$ cat config.mk
export PLATFORM = sky130hd
export DESIGN_NAME = laser_scan_ctrl_flat
export DESIGN_NICKNAME = d
export VERILOG_FILES = /design/src/rtl/laser_scan_if.sv /design/src/rtl/laser_scan_ctrl.sv /design/src/flat_wrapper.sv
export SDC_FILE = /design/constraint.sdc
export NUM_CORES = 1
export LEC_CHECK = 0
export ABC_AREA = 1
export BUFFER_PORTS_ARGS = -buffer_cell sky130_fd_sc_hd__clkbuf_2
export CAP_MARGIN = 20
export CORE_MARGIN = 1.5
export CORE_UTILIZATION = 54
export CTS_CLUSTER_SIZE = 12
export DETAILED_ROUTE_END_ITERATION = 7
export HOLD_SLACK_MARGIN = 0.1
export PLACE_DENSITY = 0.74
export SLEW_MARGIN = 20
export SYNTH_ARGS = -nofsm -noshare
export SYNTH_HDL_FRONTEND = slang
export SYNTH_SLANG_ARGS = --single-unit
$ cat constraint.sdc
create_clock -name CLK -period 18.3 [get_ports CLK]
set_clock_uncertainty 0.15 [all_clocks]
set_input_delay 0.915 -clock CLK [delete_from_list [all_inputs] [get_ports CLK]]
set_output_delay 0.915 -clock CLK [all_outputs]
set_load 0.01 [all_outputs]
$ cat src/rtl/laser_scan_if.sv
// Point-input stream and result/DONE bundle of the laser-coverage scheduler.
// master drives points; slave is the scheduler.
interface laser_scan_if #(
   parameter int unsigned CW = 6
);
   logic          pt_valid;
   logic [3:0]    X;
   logic [3:0]    Y;
   logic          pt_ready;
   logic          busy;
   logic [3:0]    C_X;
   logic [3:0]    C_Y;
   logic [CW-1:0] HIT_CNT;
   logic          DONE;

   modport master (
      output pt_valid, X, Y,
      input  pt_ready, busy, C_X, C_Y, HIT_CNT, DONE
   );

   modport slave (
      input  pt_valid, X, Y,
      output pt_ready, busy, C_X, C_Y, HIT_CNT, DONE
   );
endinterface

$ cat src/rtl/laser_scan_ctrl.sv
// Best-circle search scheduler: buffers NPTS points, then sweeps all 256 grid centres,
// time-sharing LANES radius-4 comparators over the buffer, and reports the best centre.
module laser_scan_ctrl #(
   parameter int unsigned NPTS  = 40,
   parameter int unsigned LANES = 4,
   parameter int unsigned CW    = 6
) (
   input  logic         CLK,
   input  logic         RST,
   laser_scan_if.slave  bus
);

   localparam int unsigned G  = (NPTS + LANES - 1) / LANES;
   localparam int unsigned GW = (G > 1) ? $clog2(G) : 1;
   localparam int unsigned IW = (NPTS > 1) ? $clog2(NPTS) : 1;

   typedef enum logic [1:0] {S_IDLE, S_LOAD, S_SCAN, S_DONE} state_e;

   state_e        state_q, state_d;
   logic [3:0]    px_q [NPTS];
   logic [3:0]    py_q [NPTS];
   logic [IW-1:0] ld_q, ld_d;
   logic [3:0]    cx_q, cx_d, cy_q, cy_d;
   logic [GW-1:0] grp_q, grp_d;
   logic [CW-1:0] acc_q, acc_d, best_cnt_q, best_cnt_d;
   logic [3:0]    best_x_q, best_x_d, best_y_q, best_y_d;
   logic [3:0]    res_x_q, res_x_d, res_y_q, res_y_d;
   logic [CW-1:0] res_cnt_q, res_cnt_d;
   logic          pt_ready_q, pt_ready_d, busy_q, busy_d, done_q, done_d;

   logic          wr_en;
   logic [IW-1:0] wr_idx;
   logic          start_scan;
   logic [CW-1:0] partial, total;

   // Squared distance <= 16 on 4-bit coordinates, evaluated without squaring.
   function automatic logic in_circle(input logic [3:0] ax, input logic [3:0] ay,
                                      input logic [3:0] bx, input logic [3:0] by);
      logic [3:0] dx, dy;
      logic [4:0] s;
      dx = (ax >= bx) ? (ax - bx) : (bx - ax);
      dy = (ay >= by) ? (ay - by) : (by - ay);
      s  = 5'(dx) + 5'(dy);
      return (s <= 5'd4) || (dx == 4'd2 && dy == 4'd3) || (dx == 4'd3 && dy == 4'd2);
   endfunction

   // Lane hits for the current group; lanes past the end of the buffer count zero.
   always_comb begin
      partial = '0;
      for (int unsigned l = 0; l < LANES; l++) begin
         if ((32'(grp_q) * LANES + l) < NPTS) begin
            partial = partial + CW'(in_circle(cx_q, cy_q,
                                              px_q[IW'(32'(grp_q) * LANES + l)],
                                              py_q[IW'(32'(grp_q) * LANES + l)]));
         end
      end
   end

   always_comb begin
      state_d    = state_q;
      ld_d       = ld_q;
      cx_d       = cx_q;
      cy_d       = cy_q;
      grp_d      = grp_q;
      acc_d      = acc_q;
      best_cnt_d = best_cnt_q;
      best_x_d   = best_x_q;
      best_y_d   = best_y_q;
      res_x_d    = res_x_q;
      res_y_d    = res_y_q;
      res_cnt_d  = res_cnt_q;
      wr_en      = 1'b0;
      wr_idx     = '0;
      start_scan = 1'b0;
      total      = acc_q + partial;

      case (state_q)
         S_IDLE: begin
            if (bus.pt_valid) begin
               wr_en = 1'b1;
               ld_d  = IW'(1);
               if (NPTS == 1) begin
                  start_scan = 1'b1;
               end else begin
                  state_d = S_LOAD;
               end
            end
         end
         S_LOAD: begin
            if (bus.pt_valid) begin
               wr_en  = 1'b1;
               wr_idx = ld_q;
               if (ld_q == IW'(NPTS - 1)) begin
                  start_scan = 1'b1;
               end else begin
                  ld_d = ld_q + IW'(1);
               end
            end
         end
         S_SCAN: begin
            if (grp_q == GW'(G - 1)) begin
               // Strict compare keeps the earliest centre on ties.
               if (total > best_cnt_q) begin
                  best_cnt_d = total;
                  best_x_d   = cx_q;
                  best_y_d   = cy_q;
               end
               acc_d = '0;
               grp_d = '0;
               cx_d  = cx_q + 4'd1;
               if (cx_q == 4'd15) begin
                  cy_d = cy_q + 4'd1;
                  if (cy_q == 4'd15) begin
                     state_d   = S_DONE;
                     res_x_d   = best_x_d;
                     res_y_d   = best_y_d;
                     res_cnt_d = best_cnt_d;
                  end
               end
            end else begin
               acc_d = total;
               grp_d = grp_q + GW'(1);
            end
         end
         S_DONE: begin
            state_d = S_IDLE;
         end
         default: begin
            state_d = S_IDLE;
         end
      endcase

      if (start_scan) begin
         state_d    = S_SCAN;
         ld_d       = '0;
         cx_d       = '0;
         cy_d       = '0;
         grp_d      = '0;
         acc_d      = '0;
         best_cnt_d = '0;
         best_x_d   = '0;
         best_y_d   = '0;
      end

      pt_ready_d = (state_d == S_IDLE) || (state_d == S_LOAD);
      busy_d     = (state_d == S_SCAN);
      done_d     = (state_d == S_DONE);
   end

   always_ff @(posedge CLK or posedge RST) begin
      if (RST) begin
         state_q    <= S_IDLE;
         ld_q       <= '0;
         cx_q       <= '0;
         cy_q       <= '0;
         grp_q      <= '0;
         acc_q      <= '0;
         best_cnt_q <= '0;
         best_x_q   <= '0;
         best_y_q   <= '0;
         res_x_q    <= '0;
         res_y_q    <= '0;
         res_cnt_q  <= '0;
         pt_ready_q <= 1'b1;
         busy_q     <= 1'b0;
         done_q     <= 1'b0;
      end else begin
         state_q    <= state_d;
         ld_q       <= ld_d;
         cx_q       <= cx_d;
         cy_q       <= cy_d;
         grp_q      <= grp_d;
         acc_q      <= acc_d;
         best_cnt_q <= best_cnt_d;
         best_x_q   <= best_x_d;
         best_y_q   <= best_y_d;
         res_x_q    <= res_x_d;
         res_y_q    <= res_y_d;
         res_cnt_q  <= res_cnt_d;
         pt_ready_q <= pt_ready_d;
         busy_q     <= busy_d;
         done_q     <= done_d;
      end
   end

   // Point buffer.
   always_ff @(posedge CLK or posedge RST) begin
      if (RST) begin
         for (int unsigned i = 0; i < NPTS; i++) begin
            px_q[i] <= '0;
            py_q[i] <= '0;
         end
      end else if (wr_en) begin
         px_q[wr_idx] <= bus.X;
         py_q[wr_idx] <= bus.Y;
      end
   end

   assign bus.pt_ready = pt_ready_q;
   assign bus.busy     = busy_q;
   assign bus.DONE     = done_q;
   assign bus.C_X      = res_x_q;
   assign bus.C_Y      = res_y_q;
   assign bus.HIT_CNT  = res_cnt_q;

endmodule

$ cat src/flat_wrapper.sv
// flat-port wrapper written by rule: the top's interface ports become plain ports
module laser_scan_ctrl_flat 
#(
   parameter int unsigned NPTS  = 40,
   parameter int unsigned LANES = 4,
   parameter int unsigned CW    = 6
)
  (CLK, RST, bus_pt_valid, bus_X, bus_Y, bus_pt_ready, bus_busy, bus_C_X, bus_C_Y, bus_HIT_CNT, bus_DONE);
  laser_scan_if #(.CW(CW)) bus_i ();
  input  logic CLK;
  input  logic RST;
  input wire logic [$bits(bus_i.pt_valid)-1:0] bus_pt_valid;
  input wire logic [$bits(bus_i.X)-1:0] bus_X;
  input wire logic [$bits(bus_i.Y)-1:0] bus_Y;
  output wire logic [$bits(bus_i.pt_ready)-1:0] bus_pt_ready;
  output wire logic [$bits(bus_i.busy)-1:0] bus_busy;
  output wire logic [$bits(bus_i.C_X)-1:0] bus_C_X;
  output wire logic [$bits(bus_i.C_Y)-1:0] bus_C_Y;
  output wire logic [$bits(bus_i.HIT_CNT)-1:0] bus_HIT_CNT;
  output wire logic [$bits(bus_i.DONE)-1:0] bus_DONE;
  assign bus_i.pt_valid = bus_pt_valid;
  assign bus_i.X = bus_X;
  assign bus_i.Y = bus_Y;
  assign bus_pt_ready = bus_i.pt_ready;
  assign bus_busy = bus_i.busy;
  assign bus_C_X = bus_i.C_X;
  assign bus_C_Y = bus_i.C_Y;
  assign bus_HIT_CNT = bus_i.HIT_CNT;
  assign bus_DONE = bus_i.DONE;
  laser_scan_ctrl #(.NPTS(NPTS), .LANES(LANES), .CW(CW)) u_core (.CLK(CLK), .RST(RST), .bus(bus_i));
endmodule
**Word-level counts from Yosys, hierarchy flattened**

Cells that the tools add are included.

- Equal/unequal tests: 29
- Mux-type cells: 83
- Magnitude comparators: 23
- Add/sub/neg operators: 31
- Bitwise operators: 5
- Reduce and logical (&&, ||, !) cells: 29

Operator list:

| kind | number |
|---|---|
| 160-bit bitwise mux | 2 |
| 4-bit binary-select mux with 6-bit select | 8 |
| 4-bit 2-to-1 mux | 43 |
| 32-bit by 6-bit less-than comparator with 1-bit output (second input constant) | 3 |
| 6-bit 2-to-1 mux | 16 |
| 4-bit by 2-bit equality test with 1-bit output (second input constant) | 16 |
| 4-bit subtractor | 16 |
| 7-bit greater-or-equal comparator (second input constant) | 5 |
| 6-bit NOT with 7-bit output | 5 |
| 4-bit greater-or-equal comparator | 8 |
| 4-bit demux with 6-bit select | 1 |
| 4-bit by 4-bit adder with 5-bit output | 4 |
| 5-bit by 3-bit <= comparator with 1-bit output (second input constant) | 4 |
| 6-bit by 2-bit adder with 7-bit output (second input constant) | 2 |
| 4-bit by 1-bit adder with 4-bit output (second input constant) | 3 |
| 6-bit by 1-bit adder with 6-bit output | 2 |
| 4-bit equality test (second input constant) | 3 |
| 6-bit one-hot mux with 2 select lines | 1 |
| 2-bit 2-to-1 mux | 5 |
| 1-bit logical AND | 9 |
| 1-bit logical OR | 9 |
| 3-bit by 2-bit inequality test with 1-bit output (second input constant) | 3 |
| 2-bit equality test (second input constant) | 4 |
| 4-bit AND reduction | 2 |
| other kinds (17) | 26 |

- Input port bits: 11
- Logic and storage cells: 295
- Register bits after elaboration: 377
- Output and inout bits: 17

**Logic depth before layout (Yosys ltp)**

- Depth after elaboration: 23
- Depth in mapped cells: 56
- Gate-level depth less buffers: 54

**Worst setup path after synthesis**

No wires, ideal clock.

- Kind: reg-to-reg
- Start: reg u_core.grp_q[0]
- End: reg u_core.res_y_q[2] (netlist: u_core.bus.C_Y[2])
- Required time: 18.016 ns
- Period minus slack after synthesis: 7.465 ns
- Buffers on the path: 3
- Slack: 10.835 ns
- Library setup time: 0.134 ns
- Cell stages (with the launch flop): 46
- Arrival time: 7.180 ns
- Cells stage by stage: dfrtp_1 -> buf_2 -> nor2_1 -> clkbuf_1 -> a22oi_1 -> o221ai_1 -> nand2_1 -> o21ai_0 -> ha_1 -> inv_1 -> fa_1 -> nand2_1 -> nand3_1 -> a21oi_1 -> nand2_1 -> o21ai_0 -> inv_1 -> fa_1 -> [... 10 more ...] -> nor2_1 -> ha_1 -> inv_1 -> nor2_1 -> fa_1 -> a21oi_1 -> o21bai_1 -> xor2_1 -> inv_1 -> ha_1 -> nand2_1 -> nor2_1 -> o21ai_0 -> o211ai_1 -> nand2_1 -> clkbuf_1 -> o21ai_0 -> o21ai_0

- Longest elaborated chain between the ends: 20
- Elaborated cells on any way between the ends: 119
- Classes of those cells: add/sub: 27; order compare: 17; eq/ne: 17; mux: 37; bitwise: 4; reduce/logical: 17

Ends and longest elaborated chain:

| element | RTL line | source |
|---|---|---|
| from (decl) | laser_scan_ctrl.sv:24 | `logic [GW-1:0] grp_q, grp_d;` |
| from (signal assigned) | laser_scan_ctrl.sv:172 | `grp_q <= grp_d;` |
| 6-bit by 1-bit adder with 7-bit output or 6-bit NOT with 7-bit output (tied branches) | laser_scan_ctrl.sv:51, laser_scan_ctrl.sv:53, laser_scan_ctrl.sv:54 |  |
| 6-bit NOT with 7-bit output (implied by the code), or another cell as far along | laser_scan_ctrl.sv:53, laser_scan_ctrl.sv:54 |  |
| 4-bit binary-select mux with 6-bit select, or another cell as far along | laser_scan_ctrl.sv:53 | `px_q[IW'(32'(grp_q) * LANES + l)],` |
| 4-bit 2-to-1 mux (on tied branches) | laser_scan_ctrl.sv:53, laser_scan_ctrl.sv:54 |  |
| 4-bit 2-to-1 mux (implied by the code), or another cell as far along | laser_scan_ctrl.sv:53 |  |
| 4-bit subtractor, or another cell as far along | laser_scan_ctrl.sv:41 | `dx = (ax >= bx) ? (ax - bx) : (bx - ax);` |
| 4-bit 2-to-1 mux, or another cell as far along | laser_scan_ctrl.sv:41 |  |
| 4-bit by 4-bit adder with 5-bit output, or another cell as far along | laser_scan_ctrl.sv:43 | `s = 5'(dx) + 5'(dy);` |
| [... 4 more ...] | n/a |  |
| 6-bit 2-to-1 mux | laser_scan_ctrl.sv:51 | `if ((32'(grp_q) * LANES + l) < NPTS) begin` |
| 6-bit by 1-bit adder with 6-bit output | laser_scan_ctrl.sv:52 | `partial = partial + CW'(in_circle(cx_q, cy_q,` |
| 6-bit 2-to-1 mux | laser_scan_ctrl.sv:51 |  |
| 6-bit by 1-bit adder with 6-bit output | laser_scan_ctrl.sv:52 |  |
| 6-bit 2-to-1 mux | laser_scan_ctrl.sv:51 |  |
| 6-bit adder | laser_scan_ctrl.sv:75 | `total = acc_q + partial;` |
| 6-bit greater-than comparator | laser_scan_ctrl.sv:103 | `if (total > best_cnt_q) begin` |
| 4-bit 2-to-1 mux | laser_scan_ctrl.sv:103 |  |
| to (signal assigned) | laser_scan_ctrl.sv:178 | `res_y_q <= res_y_d;` |
| to (decl) | laser_scan_ctrl.sv:27 | `logic [3:0] res_x_q, res_x_d, res_y_q, res_y_d;` |

Parallel ways exist; a longest one is shown, timed or not. The select of a mux whose other input is x is not followed.
A chain may end at the register's enable or synchronous reset.

**Worst setup path after layout**

- Start: reg u_core.grp_q[0]
- End: reg u_core.best_cnt_q[0]

- Longest elaborated chain between the ends: 23
- Elaborated cells on any way between the ends: 123
- Classes of those cells: add/sub: 27; order compare: 17; eq/ne: 17; mux: 40; bitwise: 4; reduce/logical: 18

Ends and longest elaborated chain:

| element | RTL line | source |
|---|---|---|
| 6-bit by 1-bit adder with 7-bit output or 6-bit NOT with 7-bit output (tied branches) | laser_scan_ctrl.sv:51, laser_scan_ctrl.sv:53, laser_scan_ctrl.sv:54 |  |
| 6-bit NOT with 7-bit output (implied by the code), or another cell as far along | laser_scan_ctrl.sv:53, laser_scan_ctrl.sv:54 |  |
| 4-bit binary-select mux with 6-bit select, or another cell as far along | laser_scan_ctrl.sv:53 |  |
| 4-bit 2-to-1 mux (on tied branches) | laser_scan_ctrl.sv:53, laser_scan_ctrl.sv:54 |  |
| 4-bit 2-to-1 mux (implied by the code), or another cell as far along | laser_scan_ctrl.sv:53 |  |
| 4-bit subtractor, or another cell as far along | laser_scan_ctrl.sv:41 |  |
| 4-bit 2-to-1 mux, or another cell as far along | laser_scan_ctrl.sv:41 |  |
| 4-bit by 4-bit adder with 5-bit output, or another cell as far along | laser_scan_ctrl.sv:43 |  |
| [... 7 more ...] | n/a |  |
| 6-bit by 1-bit adder with 6-bit output | laser_scan_ctrl.sv:52 |  |
| 6-bit 2-to-1 mux | laser_scan_ctrl.sv:51 |  |
| 6-bit adder | laser_scan_ctrl.sv:75 |  |
| 6-bit greater-than comparator | laser_scan_ctrl.sv:103 |  |
| 6-bit 2-to-1 mux | laser_scan_ctrl.sv:103 |  |
| 6-bit 2-to-1 mux | laser_scan_ctrl.sv:101 | `if (grp_q == GW'(G - 1)) begin` |
| 6-bit 2-to-1 mux | laser_scan_ctrl.sv:77 | `case (state_q)` |
| 6-bit 2-to-1 mux | laser_scan_ctrl.sv:133 | `if (start_scan) begin` |
| to (signal assigned) | laser_scan_ctrl.sv:174 | `best_cnt_q <= best_cnt_d;` |
| to (decl) | laser_scan_ctrl.sv:25 | `logic [CW-1:0] acc_q, acc_d, best_cnt_q, best_cnt_d;` |

Parallel ways exist; a longest one is shown, timed or not. The select of a mux whose other input is x is not followed.

==> impl_metrics.py <==
metrics = {
    "floorplan": {
        "dieArea_sq_um": 38400,
        "rows": 70,
        "ios": 28,
        "start_util": 0.549,
        "dieHeight_um": 196,
        "design.core.area_sq_um": 36600,
        "die_w_um": 196,
    },
    "hold_path": {
        "hold_end": "u_core.px_q[82]",
        "hold_class": "reg2reg",
        "min_path_cells": 2,
        "min_from": "u_core.px_q[82]",
    },
    "sta": {
        "worst_slack_ps": 8700,
        "holdWs_ps": 332,
        "final_hold_viol_count": 0,
        "fin_crit_sh": 0.524,
        "finalSetupViolCount": 0,
        "rsz0062_at_grt": "false",
        "clock.fmax_mhz": 104,
        "max_slew_margin": 0.281,
        "timing.final.crit_period_ps": 9600,
        "tns_ps": 0,
        "worst_pin_slew_ps": 1080,
        "report.final.slew_viol_count": 0,
    },
    "route": {
        "vias": 16700,
        "routed_wl_um": 50800,
        "ant_nets": 0,
        "viasPerCell": 5.77,
        "drt_first_iter_violations": 1437,
        "first_pass_iters": 6,
        "wire_per_inst_um": 17.5,
        "route.detailed.drc": 0,
    },
    "logic_synthesis": {
        "syn_inst": 2456,
        "yosysWarningCount": 0,
        "syn-mean-instance-area_sq_um": 8.18,
        "synth_area_sq_um": 20100,
        "synth_edf_count": 0,
        "synth_top_area_frac": 0.469,
        "synth_area_leaders": "dfrtp_1 (47%), nand2_1 (13%), o21ai_0 (12%)",
        "ys_seq_area_frac": 0.470,
        "synthArstFlopShare": 1.00,
        "synth.distinct_cells": 43,
        "ys_ff_latch": 377,
        "yosysMostFrequentCell": "nand2_1",
        "synth_top_cell_by_area": "dfrtp_1",
        "synth_flop_cell": "dfrtp_1",
        "yosys-top-cells-count": "nand2_1 (688), o21ai_0 (470), dfrtp_1 (376)",
        "synth.net_count": 2578,
    },
    "global_routing": {
        "grt_pass1_wl_um": 83400,
        "grt_pass1_vias": 16100,
        "antenna_found_initial": 0,
        "grt_overflow": 0,
        "grt_max_degree": 177,
        "track_usage": 0.270,
    },
    "pwr": {
        "cellPowerDensity_nw_per_um2": 194,
        "ir_drop_mv": 0.213,
        "p_leak_nw": 10.3,
    },
    "clock_tree": {
        "cts.repair.resized": 0,
        "postCtsSetupBuffers": 0,
        "cts_root_buf": "clkbuf_16",
        "clk_latency_ps": 560,
        "htreeDepth": 2,
        "numCtsBuffers": 41,
        "clkTransAtPathRegs_ps": 60,
        "cts_buffer_depth": 3,
        "cts_tree": "yes",
        "cts.sinks": 377,
        "postCtsHoldBufs": 0,
    },
    "setup_path": {
        "arrival_ps": 9840,
        "critPathTopFamily": "adder cells",
        "cp.required_ps": 18540,
        "r2r_end": "u_core.best_cnt_q[0]",
        "r2r_setup_slack_ps": 8700,
        "ff2ff_path_depth": 45,
        "cp-end-kind": "flop",
        "criticalPathCategory": "reg2reg",
        "critPathMaxFanout": 48,
        "startpoint": "u_core.grp_q[0]",
        "path_buf_inv": 9,
        "cp_slowest_stage_delay_ps": 750,
        "critPathLaunchType": "flop",
        "cp_slowest_cell": "inv_2",
        "reg2reg_from": "u_core.grp_q[0]",
    },
    "placed_design": {
        "portBuffers": 27,
        "globalplace.congestion": 0.909,
        "post-place-ws_ps": 8790,
        "dp_hpwl_um": 32800,
    },
    "outcome": {
        "status": "finished clean",
    },
    "cells_and_area": {
        "layout.nets": 2527,
        "drive_gt1_frac": 0.0560,
        "area_growth_pct": 7.82,
        "antenna_cells": 0,
    },
    "flow_run": {
        "cap_violations": 0,
    },
}
[worst reg2reg max path, delay by kind of cell (launching register included)]
family / cells / cell delay, ps
xor gates and xnor gates: 1 / 220
buffers and inverters: 9 / 1840
and+or+nand+nor: 14 / 1620
AOI/OAI and AO/OA: 12 / 2000
DFF: 1 / 680
adders and majority gates: 9 / 2950
[cell type report]
cell class | count | area (sq um)
Sequential cell | 377 | 9440
Clock buffer | 58 | 1170
Fill cell | 3205 | 15000
Inverter | 198 | 751
Timing Repair Buffer | 48 | 305
Tap cell | 468 | 586
Multi-Input combinational cell | 1739 | 9300
Clock inverter | 9 | 103
[routing by layer]
layer / share of wire / track usage
met1: 0.45 / 0.373
met2: 0.46 / 0.436
met3: 0.068 / 0.0485
met4: 0.024 / 0.0781
met5: 0 / 0
[worst max-delay path by stage]
| stage | to | slack (ps) | depth (start not counted) |
|---|---|---|---|
| floorplan | u_core.acc_q[0] | 6760 | 1 |
| global placement | u_core.best_cnt_q[4] | 9060 | 46 |
| detailed placement | u_core.best_x_q[3] | 8790 | 43 |
| CTS | u_core.best_x_q[3] | 8760 | 45 |
| global route | u_core.bus.C_X[3] | 7820 | 45 |
| finish | u_core.best_cnt_q[0] | 8700 | 45 |
[sequential cells by signal, summed over array words and instances (netlist names)]
register / cells
u_core.bus.C_Y: 4
u_core.cx_q: 4
u_core.state_q: 2
u_core.bus.C_X: 4
u_core.best_x_q: 4
u_core.acc_q: 6
u_core.grp_q: 4
u_core.best_cnt_q: 6
u_core.ld_q: 6
u_core.bus.busy: 1
u_core.bus.HIT_CNT: 6
u_core.best_y_q: 4
u_core.px_q: 160
u_core.py_q: 160
u_core.cy_q: 4
u_core.bus.pt_ready: 1
u_core.bus.DONE: 1
[per-stage QoR]
| step | instances | utilization | power (mW) | area (sq um) |
|---|---|---|---|---|
| 2_1_floorplan | 2456 | - | 2.86 | 20100 |
| 3_3_place_gp | 2830 | 0.557 | 3.29 | 20400 |
| 3_5_place_dp | 2830 | 0.557 | 3.38 | 20400 |
| 4_1_cts | 2897 | 0.591 | 4.19 | 21700 |
| 5_1_grt | 2897 | 0.591 | 4.61 | 21700 |
| 6_report | 2897 | 0.591 | 4.20 | 21700 |
[power by group]
part	switching (mW)	leakage (nW)	internal, mW
logic	1.37	4.71	0.827
registers	0.143	5.00	1.07
clock network	0.331	0.623	0.460
total	1.84	10.3	2.36
[cells by family after synthesis]
family          share of synthesized area
fa+ha+maj                          0.0770
simple gates                        0.184
flops                               0.470
buf+inv                            0.0675
xor+xnor                           0.0135
compound gates                      0.184
mux                               0.00349
[placed cells by master, fill, tap and decap left out, drive strengths merged, types with 11 or more instances in the layout]
master  Yosys  final
o21ai     486    486
clkbuf     91     85
a22oi      64     64
nand2     693    693
nand4      11     11
nand3      67     67
o221ai     32     32
xor2       22     22
fa         21     21
buf        50     21
o22ai      18     18
a21oi      59     59
nor2      132    132
ha         90     90
dfrtp     376    376
inv       198    198
No activity file was read; power rests on OpenSTA's default activity.
